## src/rtl/collector_pkg.sv

```systemverilog
// Shared types and constants for the serial bit collector.
package collector_pkg;

    typedef enum logic {
        EMPTY = 1'b0,
        FULL  = 1'b1
    } out_state_e;

    localparam int DEFAULT_WIDTH = 8;

endpackage

```

## src/rtl/bit_shift_reg.sv

```systemverilog
// Serial-in shift register with bit counter; flags the completing bit.
module bit_shift_reg
    import collector_pkg::*;
#(
    parameter int WIDTH     = DEFAULT_WIDTH,
    parameter int MSB_FIRST = 1,
    localparam int CW       = $clog2(WIDTH + 1)
) (
    input  logic             clk,
    input  logic             rst_n,
    input  logic             bit_i,
    input  logic             vld_i,
    input  logic             clear_i,
    output logic             done_o,
    output logic [WIDTH-1:0] word_o,
    output logic [CW-1:0]    cnt_o
);

    logic [WIDTH-1:0] sr_q, sr_d, shifted;
    logic [CW-1:0]    cnt_q, cnt_d;
    logic             take;

    always_comb begin
        take    = vld_i && !clear_i;
        shifted = (MSB_FIRST != 0) ? {sr_q[WIDTH-2:0], bit_i}
                                   : {bit_i, sr_q[WIDTH-1:1]};
        done_o  = take && (cnt_q == CW'(WIDTH - 1));
        sr_d    = sr_q;
        cnt_d   = cnt_q;
        if (clear_i || done_o) begin
            sr_d  = '0;
            cnt_d = '0;
        end else if (take) begin
            sr_d  = shifted;
            cnt_d = cnt_q + CW'(1);
        end
    end

    always_ff @(posedge clk or negedge rst_n) begin
        if (!rst_n) begin
            sr_q  <= '0;
            cnt_q <= '0;
        end else begin
            sr_q  <= sr_d;
            cnt_q <= cnt_d;
        end
    end

    // Completed word includes the bit being accepted on this edge.
    assign word_o = shifted;
    assign cnt_o  = cnt_q;

endmodule

```

## src/rtl/bit_collector.sv

```systemverilog
// Assembles serial bits into words behind a one-deep valid/ready holding register.
module bit_collector
    import collector_pkg::*;
#(
    parameter int WIDTH     = DEFAULT_WIDTH,
    parameter int MSB_FIRST = 1,
    localparam int CW       = $clog2(WIDTH + 1)
) (
    input  logic             clk,
    input  logic             rst_n,
    input  logic             bit_in,
    input  logic             bit_vld,
    input  logic             clear,
    output logic [WIDTH-1:0] word_out,
    output logic             word_vld,
    input  logic             word_rdy,
    output logic [CW-1:0]    bit_cnt,
    output logic             overflow
);

    out_state_e       state_q;
    logic [WIDTH-1:0] word_q;
    logic             vld_q;
    logic             ovf_q;
    logic             done;
    logic [WIDTH-1:0] next_word;

    bit_shift_reg #(
        .WIDTH    (WIDTH),
        .MSB_FIRST(MSB_FIRST)
    ) u_sr (
        .clk    (clk),
        .rst_n  (rst_n),
        .bit_i  (bit_in),
        .vld_i  (bit_vld),
        .clear_i(clear),
        .done_o (done),
        .word_o (next_word),
        .cnt_o  (bit_cnt)
    );

    always_ff @(posedge clk or negedge rst_n) begin
        if (!rst_n) begin
            state_q <= EMPTY;
            word_q  <= '0;
            vld_q   <= 1'b0;
            ovf_q   <= 1'b0;
        end else begin
            unique case (state_q)
                EMPTY: begin
                    if (done) begin
                        word_q  <= next_word;
                        vld_q   <= 1'b1;
                        state_q <= FULL;
                    end
                end
                FULL: begin
                    if (word_rdy) begin
                        if (done) begin
                            word_q <= next_word;
                        end else begin
                            vld_q   <= 1'b0;
                            state_q <= EMPTY;
                        end
                    end else if (done) begin
                        ovf_q <= 1'b1;
                    end
                end
                default: begin
                    state_q <= EMPTY;
                    vld_q   <= 1'b0;
                end
            endcase
            // A completing word cannot coincide with clear, so this never races the set.
            if (clear) ovf_q <= 1'b0;
        end
    end

    assign word_out = word_q;
    assign word_vld = vld_q;
    assign overflow = ovf_q;

endmodule

```

## config.mk

```make
export PLATFORM = sky130hd
export DESIGN_NAME = bit_collector
export DESIGN_NICKNAME = d
export VERILOG_FILES = /design/src/rtl/collector_pkg.sv /design/src/rtl/bit_shift_reg.sv /design/src/rtl/bit_collector.sv
export SDC_FILE = /design/constraint.sdc
export NUM_CORES = 1
export LEC_CHECK = 0
export ABC_AREA = 1
export BUFFER_PORTS_ARGS = -buffer_cell sky130_fd_sc_hd__buf_2
export CAP_MARGIN = 5
export CORE_MARGIN = 2
export CORE_UTILIZATION = 40
export CTS_BUF_LIST = sky130_fd_sc_hd__clkbuf_16
export CTS_CLUSTER_SIZE = 20
export DETAILED_ROUTE_END_ITERATION = 8
export GPL_ROUTABILITY_DRIVEN = 0
export SETUP_SLACK_MARGIN = 0.5
export SYNTH_ARGS = -nofsm -noshare
export SYNTH_HDL_FRONTEND = slang
export SYNTH_SLANG_ARGS = --single-unit
```

## constraint.sdc

```tcl
create_clock -name clk -period 2.75 [get_ports clk]
set_clock_uncertainty 0.2 [all_clocks]
set_input_delay 0.55 -clock clk [delete_from_list [all_inputs] [get_ports clk]]
set_output_delay 0.55 -clock clk [all_outputs]
set_load 0.01 [all_outputs]
```

==> results.txt, run 1 <==
status -> complete, no violations
unrepaired setup endpoints after global routing -> no
drt pass-1 iters -> 4
EDFF count, synth -> 0
Resize count post-CTS -> 0
Cell Area, Synth -> 996 um2
met3 wire len -> 88 um
DRT Wirelength -> 1690 um
Num CTS Buffers -> 3
Remaining Overflow, GRT -> 0
clock sinks -> 22
ys flop type -> dfrtp_1
setup repair bufs after CTS -> 0
count leader, synth -> nand2_1
sequential area share after synthesis -> 0.553
hold_buf cts -> 0
via count -> 738
Crit Path Category -> input port to register
Port Buffers -> 19
Detailed Route Iter0 Violations -> 6
Static Leakage -> 0.000645 uW
CTS root buf -> clkbuf_16
largest net degree at the start of global routing -> 23
syn nets -> 119
first-pass GRT wire length -> 2790 um
top cells by count, synth -> nand2_1 (42), dfrtp_1 (22), o21ai_1 (12)
slew margin rel. -> 0.578
Wirelength per Cell -> 10.5 um
Clock transition at path regs -> 0.05 ns
total global-route track usage -> 0.137
area of the core -> 2410 um2
nets -> 139
Final min period -> 1.59 ns
Setup-failing EPs final -> 0
I/O pin total -> 20
fin crit share -> 0.577
Synth area leader -> dfrtp_1
final hold violation count -> 0
syn avg cell area -> 8.89 um2
FMAX -> 0.630 GHz
Fin Setup TNS -> 0 ns
power per standard cell area -> 571 nW/um2
Die W -> 53.9 um
final slew viol count -> 0
share of layout cells above drive strength 1 -> 0.252
vias per cell -> 4.58
die area -> 2910 um2
top-area cell type share of the netlist area -> 0.553
Gate Count Post-Synth -> 112
post-route ant nets -> 0
maxcap violations -> 0
die height -> 53.9 um
deepest clock path buffer count -> 2
Layout area overhead -> 17.7%
diodes inserted -> 0
met2 wire length -> 746 um
Required @ worst endpoint -> 2.73 ns
CTS tree -> built
Top Metal Used -> met4
HPWL after DPL -> 1240 um
top cells by area, synth -> dfrtp_1 (55%), nand2_1 (16%), o21ai_1 (6.0%)
WP data arrival -> 1.56 ns
Yosys warnings -> 0
post-synthesis cell type count -> 17
Worst Setup End Kind -> register
worst-skew pair later-pin latency -> 0.25 ns
FF+latch count, synth -> 22
H-tree depth -> 1
drt drc -> 0
Setup crit start kind -> input port
starting density of the core -> 0.413
vias in the first global route -> 643
asr flop ratio synth -> 1.00
CP Max Fanout -> 13
hold_ws -> 0.0541 ns
# rows -> 18
antenna violations before repair -> 0
maximum VDD drop -> 0.345 mV
WL met1 -> 818 um
hold crit path type -> input port to async pin
worst reg2reg path depth -> 6
Worst-Margin Slew -> 0.631 ns
registers in the layout, summed over array words and instances, names as in the netlist:
name and count:
overflow 1, state_q 1, u_sr.cnt_o 4, u_sr.sr_q 7
word_out 8, word_vld 1
cells in the final DEF (no fill, tap or decap):
cell type / netlist / routed
xor2_1: 1 / 1
clkinv_1: 0 / 1
nand3_1: 10 / 10
nand2_2: 2 / 2
nor2_1: 5 / 5
inv_1: 4 / 4
buf_2: 1 / 19
ha_1: 1 / 1
clkbuf_16: 0 / 3
nand2_4: 1 / 1
nand3_2: 2 / 2
nor2_8: 1 / 1
or2_4: 1 / 1
inv_2: 4 / 4
nand2_1: 42 / 42
dfrtp_1: 22 / 22
o21ai_1: 12 / 12
kinds of logic after synthesis:
| group | share of synthesized area |
|---|---|
| XOR/XNOR | 0.00880 |
| AO/OA/AOI/OAI | 0.0603 |
| buffers and inverters | 0.0653 |
| adder cells (fa/ha/maj) | 0.0126 |
| AND/OR/NAND/NOR | 0.300 |
| flip-flops | 0.553 |
per-layer routing:
layer | GRT usage | vias up
met5 | 0 | -
met4 | 0.0897 | 0
met3 | 0.0333 | 4
met2 | 0.197 | 16
met1 | 0.182 | 323
li1 | - | 395
worst max-delay path, stage by stage:
cell     delay, ns
buf_2         0.17
nor2_1        0.51
nor2_1        0.11
nand2_1       0.08
nand2_1       0.05
nor2_1        0.10
where the power goes:
| group | switching [uW] | internal (uW) |
|---|---|---|
| sequential | 5.33 | 330 |
| combinational | 25.4 | 11.3 |
| clock | 105 | 194 |
| total | 135 | 535 |
path summary, 6_finish.rpt:
check,startpoint,end,slack [ns]
min,rst_n,u_sr.sr_q[2],0.05
min reg2reg,word_out[4],word_out[4],0.26
max reg2reg,u_sr.cnt_o[0],u_sr.sr_q[2],1.25
max in group asynchronous,rst_n,word_out[5],1.97
max,bit_vld,u_sr.cnt_o[3],1.16
min in group clk,word_out[4],word_out[4],0.26
area by class of cell:
class | instances | area [um2]
multi-input combinational | 78 | 380
fill | 241 | 1240
sequential | 22 | 551
clock inverter | 1 | 3.75
timing repair buffer | 19 | 95.1
inverter | 8 | 30.0
tap | 30 | 37.5
clock buffer | 3 | 75.1
per-stage QoR:
stage	instances	power, uW	setup slack [ns]	util	instance area [um2]
2_1_floorplan	112	362	1.33	-	996
3_3_place_gp	157	377	0.972	0.454	1090
3_5_place_dp	157	379	0.915	0.454	1090
4_1_cts	161	684	1.16	0.487	1170
5_1_grt	161	702	1.08	0.487	1170
6_report	161	670	1.16	0.487	1170
(Power assumes the default switching activity.)
==> run 2, diff against run 1 <==
clock period = 1.3 ns   (was 2.75 ns; I/O delays follow)
==> results.txt, run 2 (synthesis results as in run 1) <==
drt pass-1 iters -> 4
commonest non-fill, non-tap cell in the layout -> nand2_1
max incr delay on CP -> 0.40 ns
slew margin rel. -> 0.675
DRT Wirelength -> 2450 um
Num CTS Buffers -> 3
status -> complete, but fails checks
Layout area overhead -> 52.5%
maximum VDD drop -> 0.790 mV
Design Area, Final -> 1520 um2
worst-skew pair later-pin latency -> 0.26 ns
clock sinks -> 22
I/O pin total -> 20
largest net degree at the start of global routing -> 23
die area -> 2910 um2
share of layout cells above drive strength 1 -> 0.503
Remaining Overflow, GRT -> 0
Die W -> 53.9 um
starting density of the core -> 0.413
first-pass GRT wire length -> 4080 um
critical-path cell list -> ha_4 -> nand2_2 -> inv_2 -> nand3_4 -> buf_6 -> o21ai_2
commonest non-fill, non-tap cells in the layout -> nand2_1 (37), dfrtp_1 (20), buf_2 (15)
final slew viol count -> 0
H-tree depth -> 1
deepest clock path buffer count -> 2
fin crit share -> 1.07
cell family with most CP delay -> flip-flops
final hold violation count -> 22
Worst Path Buf+Inv -> 2
unrepaired setup endpoints after global routing -> yes
antenna violations before repair -> 0
maxcap violations -> 0
Detailed Route Iter0 Violations -> 16
routing usage on met3 -> 0.0333
CTS tree -> built
area of the core -> 2410 um2
total global-route track usage -> 0.203
Worst Setup End Kind -> register
GRT busiest layer -> met2
Static Leakage -> 0.000785 uW
Setup-failing EPs final -> 25
diodes inserted -> 0
die height -> 53.9 um
via count -> 886
Setup crit start kind -> register
slowest CP cell -> dfrtp_2
Worst-Margin Slew -> 0.488 ns
Core Util, Final -> 0.630
fillers -> 201
nets -> 159
M2 GR Usage -> 0.354
Wirelength per Cell -> 13.6 um
max reg flops -> 8
FMAX -> 0.720 GHz
vias per cell -> 4.90
CTS root buf -> clkbuf_16
power per standard cell area -> 1130 nW/um2
Port Buffers -> 19
Clock transition at path regs -> 0.06 ns
violated checks -> negative hold slack, negative setup slack
HPWL after DPL -> 1470 um
hold crit path type -> input port to async pin
hold_ws -> -0.242 ns
CP Max Fanout -> 4
drt drc -> 0
vias in the first global route -> 872
Area after DPL -> 1180 um2
Final min period -> 1.39 ns
# rows -> 18
Crit Path Category -> register to register
post-route ant nets -> 0
Required @ worst endpoint -> 1.29 ns
M1 GR Usage -> 0.248
WP data arrival -> 1.37 ns
final setup margin -> -0.0882 ns
run 2: worst register-to-register path, cell delays in order (launching register included):
cell	delay, ns
dfrtp_2	0.40
ha_4	0.17
nand2_2	0.06
inv_2	0.07
nand3_4	0.16
buf_6	0.17
o21ai_2	0.10
run 2: final timing paths:
check | slack, ns | startpoint | depth (start not counted) | to
max | -0.09 | u_sr.cnt_o[0] | 6 | overflow
min reg2reg | 0.27 | word_out[0] | 2 | word_out[0]
max reg2reg | -0.09 | u_sr.cnt_o[0] | 6 | overflow
min in group clk | 0.06 | bit_in | 3 | word_out[0]
min | -0.24 | rst_n | 1 | word_out[0]
max in group asynchronous | 0.78 | rst_n | 1 | u_sr.cnt_o[1]
run 2: routing by layer:
layer	vias up	share of wire	wire length [um]
li1	434	-	-
met4	0	0.013	32
met5	-	0	0
met2	19	0.51	1240
met1	429	0.44	1080
met3	4	0.040	97
run 2: area by class of cell:
cell class / count / area (um2) / share of cell area
inverter: 8 / 30.0 / 0.0198
sequential: 22 / 553 / 0.364
timing repair buffer: 37 / 270 / 0.178
tap: 30 / 37.5 / 0.0247
multi-input combinational: 80 / 523 / 0.344
clock inverter: 1 / 30.0 / 0.0198
clock buffer: 3 / 75.1 / 0.0494
run 2: per-stage QoR:
| stage | hold slack (ns) | worst slack (ns) | std cells | power [uW] | setup TNS, ns |
|---|---|---|---|---|---|
| 2_1_floorplan | -0.236 | -0.0485 | 112 | 772 | -0.695 |
| 3_3_place_gp | 0.0486 | -0.0616 | 165 | 823 | -0.649 |
| 3_5_place_dp | 0.0600 | -0.0807 | 165 | 827 | -1.13 |
| 4_1_cts | -0.219 | -0.0810 | 178 | 1730 | -1.04 |
| 5_1_grt | -0.206 | -0.156 | 181 | 1780 | -2.91 |
| 6_report | -0.242 | -0.0882 | 181 | 1720 | -1.75 |
run 2: repair_timing:
item | CTS | global route
endpoints found under the hold margin | 22 | 22
resized for setup | 23 | 9
gates cloned | 2 | 0
endpoints found under the setup margin | 36 | 36
pin swaps | 7 | 5
buffers inserted | 7 | 3
run 2: report_power, final:
part           total, uW  internal [uW]  leakage (uW)  switching (uW)
clock                865            612     0.0000511             253
combinational        145           60.3      0.000435            84.8
sequential           710            698      0.000299            11.7
total               1720           1370      0.000785             350
